--- config.mk ---
export PLATFORM = sky130hd
export DESIGN_NAME = mmio_timer_flat
export DESIGN_NICKNAME = d
export VERILOG_FILES = /design/src/rtl/mmio_timer_pkg.sv /design/src/rtl/mmio_timer_if.sv /design/src/rtl/mmio_timer_tick.sv /design/src/rtl/mmio_timer.sv /design/src/flat_wrapper.sv
export SDC_FILE = /design/constraint.sdc
export NUM_CORES = 1
export LEC_CHECK = 0
export BUFFER_PORTS_ARGS = -buffer_cell sky130_fd_sc_hd__buf_2
export CORE_ASPECT_RATIO = 0.6
export CORE_UTILIZATION = 53
export DETAILED_ROUTE_END_ITERATION = 8
export HOLD_SLACK_MARGIN = 0.02
export PLACE_DENSITY = 0.71
export SLEW_MARGIN = 0
export SYNTH_ARGS = -nofsm -noshare
export SYNTH_HDL_FRONTEND = slang
export SYNTH_HIERARCHICAL = 1
export SYNTH_SLANG_ARGS = --single-unit
--- constraint.sdc ---
create_clock -name clk -period 3.5 [get_ports clk]
set_input_delay 0.7 -clock clk [delete_from_list [all_inputs] [get_ports clk]]
set_output_delay 0.7 -clock clk [all_outputs]
set_load 0.01 [all_outputs]
--- src/rtl/mmio_timer_pkg.sv ---
// Shared types and constants for the mmio_timer time base.
// Register offsets, CTRL bit positions and reset values.
package timer_pkg;

  typedef enum logic [1:0] {
    OFF_MILLIS = 2'd0,
    OFF_MICROS = 2'd1,
    OFF_CMP    = 2'd2,
    OFF_CTRL   = 2'd3
  } off_t;

  localparam int CTRL_EN = 0;
  localparam int CTRL_IE = 1;
  localparam int CTRL_MF = 2;

  localparam logic [31:0] CMP_RESET = 32'hFFFF_FFFF;
  localparam int US_PER_MS = 1000;

  typedef struct packed {
    logic mf;
    logic ie;
    logic en;
  } ctrl_t;

  function automatic logic [31:0] ctrl_word(ctrl_t c);
    return {29'd0, c};
  endfunction

endpackage

--- src/rtl/mmio_timer_if.sv ---
// Word-wide load/store port of the timer window.
// Same timing as data memory: one-cycle registered read data.
interface mmio_timer_if;
  logic        sel;
  logic        wren;
  logic [1:0]  addr;
  logic [31:0] wdata;
  logic [31:0] rdata;

  modport master (
    output sel, wren, addr, wdata,
    input  rdata
  );

  modport slave (
    input  sel, wren, addr, wdata,
    output rdata
  );
endinterface

--- src/rtl/mmio_timer_tick.sv ---
// Modulo-N event counter; tick is high on the terminal count while en.
// clr restarts the count and takes priority over counting.
module tick_prescaler #(
  parameter int MODULUS = 2
) (
  input  logic clk,
  input  logic reset_n,
  input  logic en,
  input  logic clr,
  output logic tick
);

  localparam int W = (MODULUS > 1) ? $clog2(MODULUS) : 1;

  logic [W-1:0] cnt;

  assign tick = en && (cnt == W'(MODULUS - 1));

  always_ff @(posedge clk or negedge reset_n) begin
    if (!reset_n) begin
      cnt <= '0;
    end else if (clr || tick) begin
      cnt <= '0;
    end else if (en) begin
      cnt <= cnt + 1'b1;
    end
  end

endmodule

--- src/rtl/mmio_timer.sv ---
// Memory-mapped us/ms time base with ms compare and sticky match flag.
// Define TIMER_SNAPSHOT_EN for a coherent MICROS-then-MILLIS read pair.
module mmio_timer
  import timer_pkg::*;
#(
  parameter int CLK_FREQ_HZ = 12000000
) (
  input  logic         clk,
  input  logic         reset_n,
  mmio_timer_if.slave  bus,
  output logic         irq
);

  localparam int US_DIV = CLK_FREQ_HZ / 1000000;

  generate
    if (CLK_FREQ_HZ <= 0 || (CLK_FREQ_HZ % 1000000) != 0) begin : g_bad_freq
      $error("mmio_timer: CLK_FREQ_HZ must be a nonzero multiple of 1 MHz");
    end
  endgenerate

  logic [31:0] millis;
  logic [31:0] micros;
  logic [31:0] cmp;
  ctrl_t       ctrl;
  logic [31:0] rdata_q;
  logic [31:0] rdata_nxt;
  logic [31:0] millis_rd;
  logic        us_tick;
  logic        ms_tick;
  logic        match;
  logic        rd;
  logic        wr;
  off_t        off;

  assign off = off_t'(bus.addr);
  assign rd  = bus.sel & ~bus.wren;
  assign wr  = bus.sel & bus.wren;

  logic wr_millis;
  logic wr_micros;
  logic wr_cmp;
  logic wr_ctrl;

  assign wr_millis = wr && (off == OFF_MILLIS);
  assign wr_micros = wr && (off == OFF_MICROS);
  assign wr_cmp    = wr && (off == OFF_CMP);
  assign wr_ctrl   = wr && (off == OFF_CTRL);

  tick_prescaler #(
    .MODULUS (US_DIV)
  ) u_us_pre (
    .clk     (clk),
    .reset_n (reset_n),
    .en      (1'b1),
    .clr     (wr_micros),
    .tick    (us_tick)
  );

  tick_prescaler #(
    .MODULUS (US_PER_MS)
  ) u_ms_pre (
    .clk     (clk),
    .reset_n (reset_n),
    .en      (us_tick),
    .clr     (wr_millis | wr_micros),
    .tick    (ms_tick)
  );

  // A register write always beats a same-cycle tick on that register.
  always_ff @(posedge clk or negedge reset_n) begin
    if (!reset_n) begin
      millis <= '0;
      micros <= '0;
    end else begin
      if (wr_millis) begin
        millis <= bus.wdata;
      end else if (ms_tick) begin
        millis <= millis + 32'd1;
      end
      if (wr_micros) begin
        micros <= bus.wdata;
      end else if (us_tick) begin
        micros <= micros + 32'd1;
      end
    end
  end

  assign match = ctrl.en && (millis == cmp);

  always_ff @(posedge clk or negedge reset_n) begin
    if (!reset_n) begin
      cmp  <= CMP_RESET;
      ctrl <= '0;
    end else begin
      if (wr_cmp) begin
        cmp <= bus.wdata;
      end
      if (wr_ctrl) begin
        ctrl.en <= bus.wdata[CTRL_EN];
        ctrl.ie <= bus.wdata[CTRL_IE];
      end
      ctrl.mf <= match |
        (ctrl.mf & ~(wr_ctrl & bus.wdata[CTRL_MF]));
    end
  end

`ifdef TIMER_SNAPSHOT_EN
  logic [31:0] shadow;
  logic        shadow_v;

  always_ff @(posedge clk or negedge reset_n) begin
    if (!reset_n) begin
      shadow   <= '0;
      shadow_v <= 1'b0;
    end else if (rd && off == OFF_MICROS) begin
      shadow   <= millis;
      shadow_v <= 1'b1;
    end else if (rd && off == OFF_MILLIS) begin
      shadow_v <= 1'b0;
    end
  end

  assign millis_rd = shadow_v ? shadow : millis;
`else
  assign millis_rd = millis;
`endif

  always_comb begin
    rdata_nxt = millis_rd;
    unique case (off)
      OFF_MILLIS: rdata_nxt = millis_rd;
      OFF_MICROS: rdata_nxt = micros;
      OFF_CMP:    rdata_nxt = cmp;
      OFF_CTRL:   rdata_nxt = ctrl_word(ctrl);
    endcase
  end

  always_ff @(posedge clk or negedge reset_n) begin
    if (!reset_n) begin
      rdata_q <= '0;
    end else if (rd) begin
      rdata_q <= rdata_nxt;
    end
  end

  assign bus.rdata = rdata_q;
  assign irq       = ctrl.mf & ctrl.ie;

endmodule

--- src/flat_wrapper.sv ---
// flat-port wrapper written by rule: the top's interface ports become plain ports
module mmio_timer_flat import timer_pkg::*;
#(
  parameter int CLK_FREQ_HZ = 12000000
)
  (clk, reset_n, irq, bus_sel, bus_wren, bus_addr, bus_wdata, bus_rdata);
  mmio_timer_if bus_i ();
  input  logic clk;
  input  logic reset_n;
  output logic irq;
  input wire logic [$bits(bus_i.sel)-1:0] bus_sel;
  input wire logic [$bits(bus_i.wren)-1:0] bus_wren;
  input wire logic [$bits(bus_i.addr)-1:0] bus_addr;
  input wire logic [$bits(bus_i.wdata)-1:0] bus_wdata;
  output wire logic [$bits(bus_i.rdata)-1:0] bus_rdata;
  assign bus_i.sel = bus_sel;
  assign bus_i.wren = bus_wren;
  assign bus_i.addr = bus_addr;
  assign bus_i.wdata = bus_wdata;
  assign bus_rdata = bus_i.rdata;
  mmio_timer #(.CLK_FREQ_HZ(CLK_FREQ_HZ)) u_core (.clk(clk), .reset_n(reset_n), .bus(bus_i), .irq(irq));
endmodule
==> metrics.md <==
| Metric | Value |
|---|---|
| Critical path class | reg2reg |
| Crit path max-delay cell type | dfrtp_1 |
| Worst Skew | 0.0112 ns |
| Final wirelength | 20.6 mm |
| # IOs | 71 |
| Reg-to-Reg Start | u_core/u_us_pre/cnt[0]$_DFFE_PN0P_ |
| Worst endpoint required time | 3.77 ns |
| Fraction of the mapped netlist area in compound gates | 9.10% |
| P per Cell Area | 606 nW/um^2 |
| CTS buffer count | 17 |
| Total number of placement rows | 34 |
| Global router's overall resource usage | 28.3% |
| Peak VDD IR | 0.000340 V |
| GR Overflow Total | 0 |
| Post-route setup TNS | 0 ns |
| Synth Instances | 811 |
| Final Cycle Share | 82.4% |
| CTS resizes | 0 |
| Clock share of power | 35.9% |
| Fmax achieved | 0.347 GHz |
| Initial Util | 54.3% |
| Largest net degree at the start of global routing | 68 |
| Max cap viols | 0 |
| Post-synth top cells | dfrtp_1, nand2_1, o21ai_0 |
| Worst min path class | in2async |
| Die area | 15400 sq um |
| Synth Area in Simple Gates | 19.6% |
| Worst-Margin Slew | 1.09 ns |
| Synth Register Bits | 145 |
| NetSw | 1.71 mW |
| Vias in the first global route | 5911 |
| Port buffer count | 70 |
| Yosys warns | 6 |
| CTS max path bufs | 2 |
| TritonCTS clock tree | done |
| CTS Root Cell | clkbuf_16 |
| Clk_lat worst skew | 0.42 ns |
| Post-synthesis sequential area ratio | 46.5% |
| Vias per cell | 5.76 |
| DP HPWL | 14.6 mm |
| Internal power | 3.81 mW |
| Mapped cell area | 7880 sq um |
| DRC | 0 |
| Overall power | 5.51 mW |
| Synth async-reset ratio | 100% |
| Worst setup path start | u_core/u_us_pre/cnt[0]$_DFFE_PN0P_ |
| Final Hold Vio Count | 0 |
| Multiplexer share of the synthesized area | 10.5% |
| Synth area leaders | dfrtp_1, dfstp_2, xnor2_1 |
| Clk sink count | 145 |
| Number of synthesized flops with an enable pin | 0 |
| H-tree Lvls | 4 |
| Hold_buf cts | 0 |
| Netlist cell types | 46 |
| Final Critical Period | 2.88 ns |
| Slew Limit Fails | 0 |
| Share of cells above drive strength 1 | 23.6% |
| Leakage Power | 3.76 nW |
| Vias | 6247 |
| Antenna Nets Post-Route | 0 |
| RSZ-0062 raised after global routing | false |
| Antenna violations before repair | 0 |
| Worst path most repeated cell | nand4_1 |
| Status | finished clean |
| Postcts setup bufs | 0 |
| Delay-heaviest family, CP | simple AND/OR/NAND/NOR gates |
| Yosys top cell area share | 35.9% |
| Synth Area in Adders | 0.635% |
| Slew HR | 27.3% |
| Area Overhead vs Synth | 15.3% |
| Final setup fails | 0 |
| Critical path cell sequence | ha_1, nand2_1, nor3b_2, nand4_1, nor3_1, buf_4, nand4_1, nand3b_4, nor4_2, xnor2_1, a21oi_1 |
| N_diodes | 0 |
| Slowest stage delay, CP | 0.39 ns |
| Router iterations before antenna repair | 5 |
| Main combinational cell family by area after synthesis | simple AND/OR/NAND/NOR gates |
| Core area | 14500 sq um |
| Nature of the critical path startpoint | flip-flop |
| Die height | 96.5 microns |
| Crit path DAT | 3.15 ns |
| Per-cell routed wire length | 19.0 microns |
| Logic gate share of total power | 19.0% |
| Worst-path clk slew | 0.07 ns |
| Final RePlAce weighted congestion | 0.893 |
| Critical Path Fanout Max | 9 |
| Buf+Inv Stages, Crit Path | 1 |
| Cell taking the most area after synthesis | dfrtp_1 |
| Nets | 915 |
| First-pass GRT wire length | 32.8 mm |
| Post-synth top flop | dfrtp_1 |
| Post-Syn Area per Cell | 9.72 sq um |
| Flop pwr share | 45.1% |
| Element type at the critical path end | flip-flop |
| Sw Share | 31.0% |
| Synthesized-area fraction occupied by xor and xnor cells | 10.9% |
| Die width | 159 microns |
| Count leader, synth | dfrtp_1 |
| DR iter-0 viols | 488 |
metal layers:
metal	wire length (microns)	global-route usage [%]	up-vias
met2	8420	40.5	247
met5	0	0	-
li1	-	-	2965
met4	146	6.57	0
met1	10200	42.8	3018
met3	1780	6.96	17
area by class of cell:
type                       count  area (sq um)
inverter                       5          18.8
multi-input combinational    621          4040
clock buffer                  18           439
timing repair buffer          83           479
fill                        1187          5410
tap                          198           248
sequential                   145          3670
clock inverter                14           200
logic make-up (layout without fill, tap and decap cells):
family | Yosys count | count (layout)
AND/OR/NAND/NOR | 299 | 299
flip-flops | 145 | 145
AO/OA/AOI/OAI | 139 | 139
XOR/XNOR | 98 | 98
multiplexers | 74 | 74
buffers and inverters | 51 | 120
adder cells (fa/ha/maj) | 4 | 4
other | 1 | 7
state kept, by name, summed over array words and instances (netlist names):
register,cells
u_core/u_ms_pre/cnt,10
u_core/ctrl,3
u_core/micros,32
u_core/cmp,32
u_core/millis,32
u_core/bus.rdata,32
u_core/u_us_pre/cnt,4
power groups by stage:
stage / clock network (mW) / registers (mW) / logic, mW
3_5_place_dp: 0 / 2.50 / 1.03
6_report: 1.98 / 2.49 / 1.05
5_1_grt: 2.09 / 2.54 / 1.15
2_1_floorplan: 0 / 2.41 / 0.705
3_3_place_gp: 0 / 2.47 / 1.01
4_1_cts: 2.01 / 2.48 / 1.04
metrics by stage:
stage	util, %	area, sq um	worst slack (ns)	hold slack, ns	cells
finish	62.7	9090	0.617	0.260	1084
global route	62.7	9090	0.386	0.301	1084
CTS	62.7	9090	0.628	0.294	1084
detailed placement	58.3	8450	0.652	0.467	1052
global placement	58.3	8450	0.849	0.456	1052
floorplan	-	7910	0.529	0.404	817
layout by cell type, fill, tap and decap left out, types with 17 or more instances in the layout:
cell,synthesis,layout
dfstp_2,32,32
nand4_1,34,34
o21ai_0,85,85
nand2_1,112,112
xor2_1,49,49
xnor2_1,49,49
dfrtp_1,113,113
clkbuf_16,0,17
nand3_1,23,23
mux2i_1,33,33
a21oi_1,44,44
nor2_1,56,56
mux2_2,38,38
buf_2,17,69
path summary, 6_finish.rpt:
path                                                    end  slack [ns]  cells past startpoint
min in group clk           u_core/bus.rdata[27]$_DFFE_PN0P_        0.48                      2
max                           u_core/millis[28]$_DFFE_PN0P_        0.62                     11
max reg2reg                   u_core/millis[28]$_DFFE_PN0P_        0.62                     11
min reg2reg                u_core/bus.rdata[27]$_DFFE_PN0P_        0.48                      2
max in group asynchronous         u_core/cmp[0]$_DFFE_PN1P_        2.43                      2
min                         u_core/bus.rdata[5]$_DFFE_PN0P_        0.26                      1
(Power assumes the default switching activity.)
